==> config.mk <==
export PLATFORM = sky130hd
export DESIGN_NAME = fpu_arbiter
export DESIGN_NICKNAME = d
export VERILOG_FILES = /design/src/rtl/fpu_arbiter.sv
export SDC_FILE = /design/constraint.sdc
export NUM_CORES = 1
export LEC_CHECK = 0
export CORE_MARGIN = 2
export CORE_UTILIZATION = 30
export CTS_BUF_LIST = sky130_fd_sc_hd__clkbuf_2 sky130_fd_sc_hd__clkbuf_4 sky130_fd_sc_hd__clkbuf_8
export DETAILED_ROUTE_END_ITERATION = 7
export PLACE_DENSITY = 0.68
export SLEW_MARGIN = 20
export SYNTH_ARGS = -nofsm -noshare
export SYNTH_HDL_FRONTEND = slang
export SYNTH_SLANG_ARGS = --single-unit
==> constraint.sdc <==
create_clock -name i_clk -period 5.2 [get_ports i_clk]
set_input_delay 0.52 -clock i_clk [delete_from_list [all_inputs] [get_ports i_clk]]
set_output_delay 0.52 -clock i_clk [all_outputs]
set_load 0.02 [all_outputs]
==> src/rtl/fpu_arbiter.sv <==
// fpu_arbiter: two-port round-robin arbiter and sequencer in front of the
// combinational half-precision FPU. One operation in flight at a time:
// accept, hold operands on the FPU for FPU_LAT cycles, capture, respond.
module fpu_arbiter #(
  parameter int unsigned FPU_LAT = 1
) (
  input  logic        i_clk,
  input  logic        i_rst,
  input  logic        i_req0_vld,
  output logic        o_req0_rdy,
  input  logic        i_req1_vld,
  output logic        o_req1_rdy,
  input  logic [15:0] i_req0_a,
  input  logic [15:0] i_req0_b,
  input  logic [15:0] i_req1_a,
  input  logic [15:0] i_req1_b,
  input  logic [3:0]  i_req0_op,
  input  logic [3:0]  i_req1_op,
  output logic        o_rsp0_vld,
  output logic        o_rsp1_vld,
  input  logic        i_rsp0_rdy,
  input  logic        i_rsp1_rdy,
  output logic [15:0] o_rsp_res,
  output logic        o_rsp_ovf,
  output logic        o_rsp_err,
  output logic        o_fpu_vld,
  output logic [15:0] o_fpu_a,
  output logic [15:0] o_fpu_b,
  output logic [3:0]  o_fpu_op,
  input  logic [15:0] i_fpu_res,
  input  logic        i_fpu_ovf,
  output logic        o_busy
);

  localparam int unsigned DATA_W = 16;
  localparam int unsigned OP_W   = 4;
  localparam int unsigned CNT_W  = 4;

  localparam logic [OP_W-1:0]   OP_ADD      = 4'b1110;
  localparam logic [OP_W-1:0]   OP_MUL      = 4'b1111;
  localparam logic [DATA_W-1:0] RES_ILLEGAL = 16'h7E00;

  typedef enum logic [1:0] {
    S_IDLE  = 2'd0,
    S_ISSUE = 2'd1,
    S_RESP  = 2'd2
  } state_e;

  state_e            state_q, state_d;
  logic              last_q, last_d;
  logic              gnt_id_q, gnt_id_d;
  logic [DATA_W-1:0] a_q, a_d;
  logic [DATA_W-1:0] b_q, b_d;
  logic [OP_W-1:0]   op_q, op_d;
  logic [CNT_W-1:0]  cnt_q, cnt_d;
  logic [DATA_W-1:0] res_q, res_d;
  logic              ovf_q, ovf_d;
  logic              err_q, err_d;

  logic              any_req;
  logic              gnt_port;
  logic              req_open;
  logic [OP_W-1:0]   sel_op;
  logic              rsp_taken;

  // Round-robin grant: a lone requester wins, a tie goes to the port that was not last.
  always_comb begin
    any_req  = i_req0_vld | i_req1_vld;
    gnt_port = 1'b0;
    if (i_req0_vld && i_req1_vld) begin
      gnt_port = ~last_q;
    end else if (i_req1_vld) begin
      gnt_port = 1'b1;
    end
    sel_op    = gnt_port ? i_req1_op : i_req0_op;
    req_open  = (state_q == S_IDLE) && !i_rst;
    rsp_taken = gnt_id_q ? i_rsp1_rdy : i_rsp0_rdy;
  end

  // Request ready is combinational and masked while reset is asserted.
  assign o_req0_rdy = req_open & i_req0_vld & ~gnt_port;
  assign o_req1_rdy = req_open & i_req1_vld &  gnt_port;

  // Outputs decoded straight from registered state.
  assign o_fpu_vld  = (state_q == S_ISSUE);
  assign o_rsp0_vld = (state_q == S_RESP) && !gnt_id_q;
  assign o_rsp1_vld = (state_q == S_RESP) &&  gnt_id_q;
  assign o_busy     = (state_q != S_IDLE);
  assign o_fpu_a    = a_q;
  assign o_fpu_b    = b_q;
  assign o_fpu_op   = op_q;
  assign o_rsp_res  = res_q;
  assign o_rsp_ovf  = ovf_q;
  assign o_rsp_err  = err_q;

  // Next-state and datapath load logic.
  always_comb begin
    state_d  = state_q;
    last_d   = last_q;
    gnt_id_d = gnt_id_q;
    a_d      = a_q;
    b_d      = b_q;
    op_d     = op_q;
    cnt_d    = cnt_q;
    res_d    = res_q;
    ovf_d    = ovf_q;
    err_d    = err_q;
    case (state_q)
      S_IDLE: begin
        // In IDLE (out of reset) any valid request is a handshake with the winner.
        if (any_req) begin
          gnt_id_d = gnt_port;
          last_d   = gnt_port;
          a_d      = gnt_port ? i_req1_a : i_req0_a;
          b_d      = gnt_port ? i_req1_b : i_req0_b;
          op_d     = sel_op;
          if (sel_op == OP_ADD || sel_op == OP_MUL) begin
            state_d = S_ISSUE;
            cnt_d   = CNT_W'(FPU_LAT - 1);
          end else begin
            // Illegal opcode bypasses the FPU entirely.
            state_d = S_RESP;
            res_d   = RES_ILLEGAL;
            ovf_d   = 1'b0;
            err_d   = 1'b1;
          end
        end
      end
      S_ISSUE: begin
        if (cnt_q == '0) begin
          res_d   = i_fpu_res;
          ovf_d   = i_fpu_ovf;
          err_d   = 1'b0;
          state_d = S_RESP;
        end else begin
          cnt_d = cnt_q - CNT_W'(1);
        end
      end
      S_RESP: begin
        if (rsp_taken) begin
          state_d = S_IDLE;
        end
      end
      default: begin
        state_d = S_IDLE;
      end
    endcase
  end

  // State and datapath registers; reset drops any in-flight operation.
  always_ff @(posedge i_clk or posedge i_rst) begin
    if (i_rst) begin
      state_q  <= S_IDLE;
      last_q   <= 1'b1;
      gnt_id_q <= 1'b0;
      a_q      <= '0;
      b_q      <= '0;
      op_q     <= OP_ADD;
      cnt_q    <= '0;
      res_q    <= '0;
      ovf_q    <= 1'b0;
      err_q    <= 1'b0;
    end else begin
      state_q  <= state_d;
      last_q   <= last_d;
      gnt_id_q <= gnt_id_d;
      a_q      <= a_d;
      b_q      <= b_d;
      op_q     <= op_d;
      cnt_q    <= cnt_d;
      res_q    <= res_d;
      ovf_q    <= ovf_d;
      err_q    <= err_d;
    end
  end

endmodule

Yosys cells after proc, flatten, opt, wreduce, memory -nomap -nowiden
Index checks and enable logic that the tools add are counted. Widths: inputs -> output; s select.

Register bits: 62. Bits of input ports: 95. Output and inout bits: 60. Word-level logic and storage cells: 70.

Add/sub/neg operators: 1. Equality and inequality tests: 10. Mux-type cells: 27. Bitwise gates (word level): 7. Reduce and logical (&&, ||, !) cells: 15.

Operators with widths (number): $mux 16 (5); $pmux 16 s2 (1); $mux 4 (4); $mux 1 (9); $eq 4x4->1 const B (2); $mux 2 (4); $ne 2x2->1 const B (4); $pmux 4 s2 (1); $reduce_and 4->1 (2); $pmux 2 s3 (1); $and 1x1->1 (4); $logic_and 1x1->1 (4); $logic_not 4->1 (1); $ne 2x1->1 const B (2); $pmux 1 s2 (2); $reduce_bool 2->1 (2); $sub 4x1->4 const B (1); $reduce_and 3->1 (1); $eq 2x1->1 const B (1); $eq 2x2->1 const B (1); $logic_not 1->1 (2); $logic_not 2->1 (1); $not 1->1 (2); $reduce_and 2->1 (1); other kinds (2) (2).

Logic depth before layout (Yosys ltp)
Depth after elaboration: 8. Gate-level depth with buffers: 7. Depth with buffers taken out: 6.

Worst setup path after synthesis
No wires, ideal clock.

Path type: input-to-output. Start: input i_rst. End: output o_req1_rdy. Arrival: 2.271 ns. Data required time: 4.680 ns. Path slack: 2.409 ns. Cell stages on the path: 2. Path buffers: 0. Cell sequence: inv_1 -> and3_1.

Cells in the longest elaborated chain, start to end: 4.

Ends and longest elaborated chain: start, declared (RTL line 8) `input logic i_rst,`; $logic_not 1->1 (no source line); $logic_and 1x1->1 (RTL line 76) `req_open = (state_q == S_IDLE) && !i_rst;`; $and 1x1->1 (2 in series) (RTL line 82) `assign o_req1_rdy = req_open & i_req1_vld & gnt_port;`; end, declared (RTL line 12) `output logic o_req1_rdy,`.

Every way passes these cells.

Final worst setup path
Start: input i_req1_vld. End: output o_req0_rdy.

Cells in the longest elaborated chain, start to end: 4. Elaborated cells between the ends (all ways): 5. Those cells by class: mux (2); bitwise (2); reduce/logical (1).

Ends and longest elaborated chain: start, declared (RTL line 11) `input logic i_req1_vld,`; $mux 1 / $logic_and 1x1->1 (equally long branches) (RTL line 72, 70); $mux 1 (*) (RTL line 70) `if (i_req0_vld && i_req1_vld) begin`; $not 1->1 (*) (RTL line 81) `assign o_req0_rdy = req_open & i_req0_vld & ~gnt_port;`; $and 1x1->1 (*) (RTL line 81); end, declared (RTL line 10) `output logic o_req0_rdy,`.

Mark *: on every way between the ends. The rest lies on a longest branch, timed or not.

==> summary.txt <==
Status: finished clean
Grt ovf: 0
Average wire per standard cell: 13.9 microns
TritonCTS buffer count: 9
CP Capture Type: output port
Lkg Pwr: 2.00 nW
Seq cells post-synth: 62
Sw power: 946 uW
Commonest non-fill, non-tap cell in the layout: clkdlybuf4s50_1
WP data arrival: 2.85 ns
Antenna fix cells: 0
Syn-to-layout area delta: 66.8%
Commonest cells after routing, fill and taps aside: clkdlybuf4s50_1 (154), nand2_1 (63), dfrtp_1 (58), o21ai_0 (46), mux2i_1 (38)
WL final: 8.02 mm
Fmax: 0.297 GHz
I/O Buffers: 154
Final design utilization: 0.516
Synth Instances: 287
Clock latency at the later pin of the worst-skew pair: 0.32 ns
Vias: 2,612
Final nets: 538
Final hold violations: 0
Yosys warnings: 0
WS Path Type: in2out
Clock Skew: 0.00751 ns
Post-CTS setup buffer count: 0
Final WS setup: 1.83 ns
Top routing layer used: met4
PostCTS Resize Cnt: 0
Critical path required time: 4.68 ns
Cell Rows: 35
Root Driver: clkbuf_8
Core area: 9240 sq um
Sink Count: 62
DRC: 0
Family with the most delay on the worst path: buffers and inverters
GP Congestion: 0.791
Setup_tns: 0 ns
Worst path max stage delay: 0.58 ns
All-layer global routing usage: 0.164
Sequential power share: 0.326
Final slew viol count: 0
Setup violators final: 0
Syn Std Cell Area: 2860 sq um
Vias per cell: 4.54
CP bufs+invs: 3
Syn avg cell area: 9.95 sq um
Post-synth cell types: 33
Worst-path clk slew: 0.07 ns
Cell Chain, Critical Path: clkdlybuf4s50_1 -> a21boi_4 -> buf_4 -> nor4b_1 -> clkdlybuf4s50_1
RSZ-0062 raised after global routing: false
Peak supply drop: 0.212 mV
Die area: 10,300 sq um
Sequential element share of the synthesized area: 0.545
CP Launch Type: primary input
Pre-antenna DRT Iters: 4
CTS tree: yes
Crit-path most repeated cell: clkdlybuf4s50_1
FF/Latch Area: 1560 sq um
Pwr dens: 527 nW/um^2
Slew @ Worst Pin: 0.798 ns
Met3 routed WL: 709 microns
Die extent in y: 102 microns
Hold WC Path Type: reg2reg
Clk pwr share: 0.199
First-pass GRT wire length: 13.2 mm
Clock Path Buffers: 2
MaxCap Viol Count: 0
HPWL Detailed: 6.00 mm
Total number of H-tree levels: 3
Int Pwr: 1.56 mW
Chip width: 102 microns
Fillers: 897
Slowest stage cell, crit path: clkdlybuf4s50_1
Met2 wire length: 4.01 mm
Hold Buf Count CTS: 0
Slew Limit Headroom: 0.468
Ports: 155
Vias in the first global route: 2,744
Routed length on met1: 3.22 mm
Sw Share: 0.377
Share of cells above drive strength 1: 0.0717
Synthesized Nets: 384
Initial Util: 0.309
Iter 0 DRT Violations: 68
Final period util: 0.648
Placement Setup Slack: 1.83 ns
Crit Path Max Fanout: 28
Logic pwr share: 0.475
Pin count of the biggest net entering global routing: 74
Antenna Violating Nets Remaining: 0
Multi-input logic area: 1220 sq um
Tmin final: 3.37 ns
Initial antenna violation count: 0
## layer usage
layer,GRT usage,vias up
li1,-,1286
met1,0.194,1223
met2,0.276,97
met3,0.0663,6
met4,0.0447,0
met5,0,-
## cells in the mapped netlist
| library cell | count | area [sq um] |
|---|---|---|
| a211oi_1 | 1 | 7.51 |
| nor4b_1 | 1 | 8.76 |
| o21ai_1 | 1 | 5.00 |
| o221a_2 | 1 | 11.3 |
| a21oi_1 | 13 | 65.1 |
| mux2i_1 | 38 | 380 |
| or3b_2 | 1 | 8.76 |
| a21bo_2 | 1 | 10.0 |
| inv_1 | 6 | 22.5 |
| dfrtp_1 | 58 | 1450 |
| a21boi_4 | 1 | 18.8 |
| clkbuf_1 | 7 | 26.3 |
| o21ai_0 | 46 | 230 |
| nor3_1 | 3 | 15.0 |
| nor3b_1 | 2 | 15.0 |
| nor2_2 | 1 | 6.26 |
| buf_2 | 4 | 20.0 |
| dfstp_2 | 4 | 105 |
| nand2b_1 | 1 | 6.26 |
| clkbuf_2 | 1 | 5.00 |
| a22o_1 | 1 | 8.76 |
| a21o_1 | 1 | 7.51 |
| a311o_1 | 1 | 10.0 |
| o21a_1 | 2 | 15.0 |
| mux2_1 | 1 | 11.3 |
| and3_1 | 2 | 12.5 |
| a31oi_1 | 1 | 6.26 |
| ha_1 | 2 | 25.0 |
| buf_4 | 2 | 15.0 |
| a21boi_2 | 1 | 11.3 |
| nor2_1 | 18 | 67.6 |
| mux2_2 | 1 | 11.3 |
| nand2_1 | 63 | 236 |
## power groups by stage
stage	Clock, mW	Sequential [mW]	Combinational (mW)
floorplan	0	1.02	0.428
global placement	0	0.817	1.19
detailed placement	0	0.826	1.20
CTS	0.515	0.820	1.21
global route	0.542	0.848	1.31
finish	0.499	0.818	1.19
## stage by stage
step | std cells | total power, mW | area (sq um) | hold slack, ns
finish | 575 | 2.51 | 4760 | 0.461
global route | 575 | 2.70 | 4760 | 0.475
CTS | 575 | 2.54 | 4760 | 0.465
detailed placement | 559 | 2.03 | 4530 | 0.457
global placement | 559 | 2.00 | 4530 | 0.449
floorplan | 287 | 1.45 | 2860 | 0.463
## final timing paths
check / start / end / slack, ns / cells past startpoint
max in group asynchronous: i_rst / o_fpu_b[6] / 3.83 / 3
worst max register to register: cnt_q[0] / o_rsp_res[2] / 2.96 / 6
worst min register to register: o_fpu_op[1] / o_fpu_op[1] / 0.46 / 2
worst min-delay path: o_fpu_op[1] / o_fpu_op[1] / 0.46 / 2
worst max-delay path: i_req1_vld / o_req0_rdy / 1.83 / 5
min in group asynchronous: i_rst / o_fpu_op[0] / 0.83 / 3
## cells by family after synthesis
group | share of synthesized area
adders and majority gates | 0.00876
and+or+nand+nor | 0.132
muxes | 0.141
DFF | 0.545
AOI/OAI and AO/OA | 0.142
buffers and inverters | 0.0311
## worst register-to-register path: stages, from the launching register on
cell      delay [ns]
dfrtp_1         0.41
inv_1           0.11
ha_1            0.18
or3b_2          0.47
a211oi_1        0.29
a21boi_2        0.45
o21ai_0         0.19
## sequential cells by signal (all words and copies together) (netlist names)
signal	count
cnt_q	4
gnt_id_q	1
last_q	1
o_fpu_a	16
o_fpu_b	16
o_fpu_op	4
o_rsp_err	1
o_rsp_ovf	1
o_rsp_res	16
state_q	2
## final cells by class
type,count,share of cell area
Tap cell,129,0.0339
Multi-Input combinational cell,205,0.257
Timing Repair Buffer,157,0.328
Clock buffer,13,0.0362
Clock inverter,3,0.0137
Inverter,6,0.00473
Sequential cell,62,0.327
No activity file was read; power rests on OpenSTA's default activity.
